### src/rtl/dvp_pixel_packer.sv
`default_nettype none
// ============================================================================
// Module  : dvp_pixel_packer
// Purpose : Packs OV5640 DVP RGB565 bytes (two bytes per pixel, already in the
//           clk domain and qualified by a one-cycle strobe) into 32-bit words
//           of two pixels each and writes them into a synchronous FIFO. Tracks
//           frame/line framing and drops the rest of a frame cleanly when the
//           FIFO overflows.
// Ports   :
//   clk              system clock
//   rest             synchronous active-high reset
//   cam_vsync        DVP vsync, active level VSYNC_POL
//   cam_href         DVP href, high during an active line
//   cam_valid        one-cycle strobe per camera byte
//   cam_data[7:0]    camera byte
//   enable           capture enable, sampled on the vsync edge
//   fifo_full        FIFO full flag
//   fifo_write       FIFO write strobe
//   fifo_write_data  packed word (two pixels)
//   fifo_flush       one-cycle FIFO flush pulse at capture start
//   frame_start      one-cycle pulse, capture of a frame begins
//   frame_done       one-cycle pulse, captured frame ended normally
//   overflow         sticky, a word was lost to a full FIFO
//   line_count[11:0] lines with at least one pixel in the frame (saturating)
// Revision: 1.0 - initial release
// ============================================================================
module dvp_pixel_packer #(
  parameter bit BYTE_SWAP = 1'b0,
  parameter bit SWAP_PIX  = 1'b0,
  parameter bit PAD_ODD   = 1'b1,
  parameter bit VSYNC_POL = 1'b1
) (
  input  logic        clk,
  input  logic        rest,
  input  logic        cam_vsync,
  input  logic        cam_href,
  input  logic        cam_valid,
  input  logic [7:0]  cam_data,
  input  logic        enable,
  input  logic        fifo_full,
  output logic        fifo_write,
  output logic [31:0] fifo_write_data,
  output logic        fifo_flush,
  output logic        frame_start,
  output logic        frame_done,
  output logic        overflow,
  output logic [11:0] line_count
);

  typedef enum logic [1:0] {
    S_IDLE   = 2'd0,
    S_ACTIVE = 2'd1,
    S_DROP   = 2'd2
  } state_t;

  state_t      state;
  logic        vsync_q;
  logic        href_q;
  logic        byte_phase;
  logic        pix_phase;
  logic        line_has_pix;
  logic [7:0]  byte_hold;
  logic [15:0] pix_hold;
  logic        word_valid;
  logic [31:0] word_data;

  logic        vs_active;
  logic        vs_edge;
  logic        byte_in;
  logic        line_end;
  logic [15:0] cur_pix;

  assign vs_active = (cam_vsync == VSYNC_POL);
  assign vs_edge   = vs_active && !vsync_q;
  // Bytes are only taken inside an active line of a capturing frame.
  assign byte_in   = (state == S_ACTIVE) && cam_href && cam_valid && !vs_active;
  assign line_end  = href_q && !cam_href;
  // The first byte of a pixel sits in byte_hold; cam_data is the second.
  assign cur_pix   = BYTE_SWAP ? {cam_data, byte_hold} : {byte_hold, cam_data};

  // Write is combinational from the registered word so a full FIFO in the
  // same cycle suppresses it without an extra pipeline stage.
  assign fifo_write      = word_valid && !fifo_full && (state != S_DROP);
  assign fifo_write_data = word_data;

  always_ff @(posedge clk) begin
    if (rest) begin
      state        <= S_IDLE;
      vsync_q      <= 1'b1;   // a vsync already active at reset is not an edge
      href_q       <= 1'b0;
      byte_phase   <= 1'b0;
      pix_phase    <= 1'b0;
      line_has_pix <= 1'b0;
      byte_hold    <= 8'h00;
      pix_hold     <= 16'h0000;
      word_valid   <= 1'b0;
      word_data    <= 32'h0000_0000;
      fifo_flush   <= 1'b0;
      frame_start  <= 1'b0;
      frame_done   <= 1'b0;
      overflow     <= 1'b0;
      line_count   <= 12'd0;
    end else begin
      vsync_q     <= vs_active;
      href_q      <= cam_href;
      fifo_flush  <= 1'b0;
      frame_start <= 1'b0;
      frame_done  <= 1'b0;
      word_valid  <= 1'b0;

      // Lost word: remember it and stop capturing until the next frame.
      // A vsync edge in the same cycle takes precedence for the state below.
      if (word_valid && fifo_full && (state != S_DROP)) begin
        overflow <= 1'b1;
        if (state == S_ACTIVE) begin
          state <= S_DROP;
        end
      end

      case (state)
        S_IDLE, S_DROP: begin
          if (vs_edge) begin
            byte_phase   <= 1'b0;
            pix_phase    <= 1'b0;
            line_has_pix <= 1'b0;
            if (enable) begin
              state       <= S_ACTIVE;
              fifo_flush  <= 1'b1;
              frame_start <= 1'b1;
              line_count  <= 12'd0;
            end else begin
              state <= S_IDLE;
            end
          end
        end

        S_ACTIVE: begin
          if (vs_edge) begin
            // Frame boundary: any partial byte/pixel is discarded.
            frame_done   <= 1'b1;
            byte_phase   <= 1'b0;
            pix_phase    <= 1'b0;
            line_has_pix <= 1'b0;
            if (enable) begin
              state       <= S_ACTIVE;
              frame_start <= 1'b1;
              line_count  <= 12'd0;
            end else begin
              state <= S_IDLE;
            end
          end else if (byte_in) begin
            if (!byte_phase) begin
              byte_hold  <= cam_data;
              byte_phase <= 1'b1;
            end else begin
              byte_phase   <= 1'b0;
              line_has_pix <= 1'b1;
              if (!pix_phase) begin
                pix_hold  <= cur_pix;
                pix_phase <= 1'b1;
              end else begin
                pix_phase  <= 1'b0;
                word_valid <= 1'b1;
                word_data  <= SWAP_PIX ? {pix_hold, cur_pix} : {cur_pix, pix_hold};
              end
            end
          end else if (line_end) begin
            // A lone trailing byte is simply forgotten by clearing the phase.
            byte_phase   <= 1'b0;
            pix_phase    <= 1'b0;
            line_has_pix <= 1'b0;
            if (pix_phase && PAD_ODD) begin
              word_valid <= 1'b1;
              word_data  <= SWAP_PIX ? {pix_hold, 16'h0000} : {16'h0000, pix_hold};
            end
            if (line_has_pix && (line_count != 12'hFFF)) begin
              line_count <= line_count + 12'd1;
            end
          end
        end

        default: state <= S_IDLE;
      endcase
    end
  end

endmodule
`default_nettype wire

### config.mk
export PLATFORM = sky130hd
export DESIGN_NAME = dvp_pixel_packer
export DESIGN_NICKNAME = d
export VERILOG_FILES = /design/src/rtl/dvp_pixel_packer.sv
export SDC_FILE = /design/constraint.sdc
export NUM_CORES = 1
export LEC_CHECK = 0
export CAP_MARGIN = 25
export CORE_AREA = 2 2 97 80
export DETAILED_ROUTE_END_ITERATION = 10
export DIE_AREA = 0 0 99 82
export GPL_TIMING_DRIVEN = 0
export PLACE_DENSITY = 0.81
export SYNTH_ARGS = -nofsm -noshare
export SYNTH_HDL_FRONTEND = slang
export SYNTH_SLANG_ARGS = --single-unit
### constraint.sdc
create_clock -name clk -period 1.6 [get_ports clk]
set_input_delay 0.24 -clock clk [delete_from_list [all_inputs] [get_ports clk]]
set_output_delay 0.24 -clock clk [all_outputs]
set_load 0.05 [all_outputs]
==> results.md <==
* Run status: finished with violations
* Failing checks: negative setup slack
* CP required at 1.90 ns
* YS warnings at 0
* Wirelength per Cell at 17.9 microns
* Crit Path Category: flop to flop
* Critical Path End Type: flop
* RSZ-0062 raised after global routing: yes
* Hold WS at 0.170 ns
* Ranking of synthesized cells by area: dfxtp_1, mux2i_1, nor2_1
* Post-synth ARST share at 0%
* CTS Buf Count at 9
* PortBufs at 62
* Pwr Total at 3.70 mW
* P&R area growth vs syn at 44.0%
* Internal power at 2.80 mW
* Die Span X at 99 microns
* DRT iter0 DRCs at 212
* Final Hold Fails at 0
* Cell Rows at 28
* Leak Pwr at 1.98 nW
* Initial antenna violation count at 0
* Slew Viols, Final at 0
* DR vias/cell at 5.51
* Net count, final at 443
* Post-CTS Hold Buffers at 0
* Max cap viols at 0
* Net load switching power at 901 uW
* Fmax at 575 MHz
* Core area at 7180 sq um
* Sequential share of the synthesized area at 49.6%
* CTS tree: done
* Final setup margin at -0.138 ns
* Synthesis-stage register bit count at 80
* Dpl hpwl at 5520 microns
* Avg Cell Area, Syn at 10.4 sq um
* Cell taking the most area after synthesis: dfxtp_1
* Hold Crit Class: primary input to flop
* WP data arrival at 2.04 ns
* Area of placed instances at 4030 sq um
* Initial Util at 45.0%
* Residual DRC count at 0
* Worst slew pin tran at 0.575 ns
* Slew headroom at 61.7%
* Hold Crit Depth at 2
* Post-synth EDFFs at 0
* Fraction of layout cells with a size suffix above 1 at 27.3%
* Clk network pwr share at 40.8%
* Mapped Area at 3230 sq um
* Synthesized Nets at 328
* Setup WS pre-CTS at -0.731 ns
* Placer congestion estimate at 0.841
* Worst r2r path cells at 6
* Yosys cell types at 60
* Vias in the first global route at 2627
* Post-Layout Inst Area at 4650 sq um
* # diodes at 0
* Top-Level Pins at 64
* Clock-pin slew on the worst setup and hold paths at 0.08 ns
* Largest net degree at the start of global routing at 15
* GRT overflow at 0
* Crit path max fanout at 5
* Global Route Usage Sum at 21.7%
* Die height at 82 microns
* Flop pwr share at 53.6%
* Clock sinks at 80
* Total Routed Length at 9330 microns
* Syn Inst Count at 312
* CTS root buffer: clkbuf_8
* Clock Skew at 0.0102 ns
* Comb power frac at 5.6%
* Pre-antenna DRT Iters at 5
* Clock Tree Buf Depth at 2
* Die Footprint at 8120 sq um
* Maximum vdd drop at 0.000520 V
* Yosys top cell area share at 49.6%
* CTS H-tree depth at 3
* Main synth FF type: dfxtp_1
* Fin crit share at 109%
* Setup-failing EPs final at 25
* Global-route wire length before repair at 13700 microns
* Tmin final at 1.74 ns
* Critical Path Start Type: flop
* Clk_lat worst skew at 0.36 ns
* Post-DRT Antenna Nets at 0
* Pwr dens at 796 nW/um^2
* Via count at 2875
* Sw Ratio at 24.3%
[final timing paths]
check,start,endpoint,slack (ns)
worst max-delay path,line_count[1]$_SDFFE_PP0P_,line_count[9]$_SDFFE_PP0P_,-0.14
worst min-delay path,cam_vsync,vsync_q$_SDFF_PP1_,0.17
worst max register to register,line_count[1]$_SDFFE_PP0P_,line_count[9]$_SDFFE_PP0P_,-0.14
worst min register to register,overflow$_SDFFE_PP0P_,overflow$_SDFFE_PP0P_,0.45
[synth_stat cells (3+ instances only)]
| library cell | n |
|---|---|
| a22o_1 | 16 |
| dfxtp_1 | 80 |
| nor3_1 | 7 |
| nand4_1 | 3 |
| nor2_1 | 50 |
| nand2_1 | 10 |
| nand3b_1 | 3 |
| buf_2 | 3 |
| buf_6 | 5 |
| a211oi_1 | 3 |
| a211o_1 | 4 |
| o21ai_0 | 3 |
| nor2b_1 | 3 |
| and3_1 | 3 |
| mux2i_1 | 40 |
| inv_1 | 3 |
| a31oi_1 | 4 |
| nand3_1 | 8 |
| clkbuf_1 | 5 |
| a21oi_1 | 6 |
| o21ai_1 | 3 |
| buf_4 | 3 |
[repair_timing]
| item | 4_1_cts | 5_1_grt |
|---|---|---|
| setup endpoints to repair | 118 | 69 |
| cloned | 1 | 2 |
| pin swaps | 15 | 30 |
| resized for setup | 75 | 28 |
| buffers inserted | 31 | 10 |
[layout by cell type (no fill, tap or decap), types with 6 or more instances in the layout]
cell type,n
dfxtp_1,64
nor2_1,50
dlygate4sd2_1,48
mux2i_1,39
buf_4,36
a22o_1,16
buf_6,13
clkdlybuf4s50_1,10
nand2_1,9
clkbuf_8,9
dfxtp_2,8
dfxtp_4,8
nand3_1,7
clkbuf_1,6
[worst max-delay path: stages, from the launching register on]
cell and delay [ns]:
dfxtp_4 0.37, ha_4 0.15, nand2_4 0.08, nor2_1 0.30, nand3_1 0.20, a21oi_1 0.39
a211o_1 0.19
[registers in the layout, indices dropped and copies added, names as in the netlist]
| signal | cells |
|---|---|
| vsync_q | 1 |
| frame_start | 1 |
| pix_hold | 16 |
| state | 2 |
| line_count | 12 |
| frame_done | 1 |
| line_has_pix | 1 |
| fifo_write_data | 32 |
| href_q | 1 |
| fifo_flush | 1 |
| word_valid | 1 |
| pix_phase | 1 |
| byte_hold | 8 |
| byte_phase | 1 |
| overflow | 1 |
[per-stage QoR]
stage / std cells / utilization (%) / TNS, ns
global placement: 464 / 56.1 / -36.49
finish: 522 / 64.7 / -1.16
CTS: 510 / 62.3 / -0.381
floorplan: 312 / - / -1.33
global route: 522 / 64.7 / -4.11
detailed placement: 464 / 56.1 / -39.70
[area by class of cell]
| type | instances | area [sq um] |
|---|---|---|
| clock inverters | 6 | 66.3 |
| well taps | 90 | 113 |
| flip-flops and latches | 80 | 1640 |
| multi-input cells | 210 | 1600 |
| fillers | 515 | 2530 |
| repair buffers | 106 | 947 |
| plain buffers | 16 | 140 |
| inverters | 4 | 16.3 |
| clock buffers | 10 | 128 |
[layer usage]
layer  vias to the layer above  routed length, microns  global-route usage (%)
met5                         -                       0                       0
met4                         0                     235                    9.04
met3                        24                     498                    3.74
met2                       101                    4300                    33.4
met1                      1379                    4300                    30.3
li1                       1371                       -                       -
[logic make-up (layout without fill, tap and decap cells)]
family                   Yosys count  count (layout)  share of synthesized area, %
AO/OA/AOI/OAI                     58              58                          15.0
adder cells (fa/ha/maj)            1               1                         0.387
buffers and inverters             22             142                          4.18
flip-flops                        80              80                          49.6
multiplexers                      40              40                          12.4
AND/OR/NAND/NOR                  111             111                          18.4
[power by group through the flow]
stage	Clock [mW]	Sequential, mW	Combinational, mW
2_1_floorplan	0	2.04	0.0824
3_3_place_gp	0	2.03	0.158
3_5_place_dp	0	2.03	0.160
4_1_cts	1.50	1.98	0.188
5_1_grt	1.58	1.99	0.217
6_report	1.51	1.98	0.206
(Power assumes the default switching activity.)
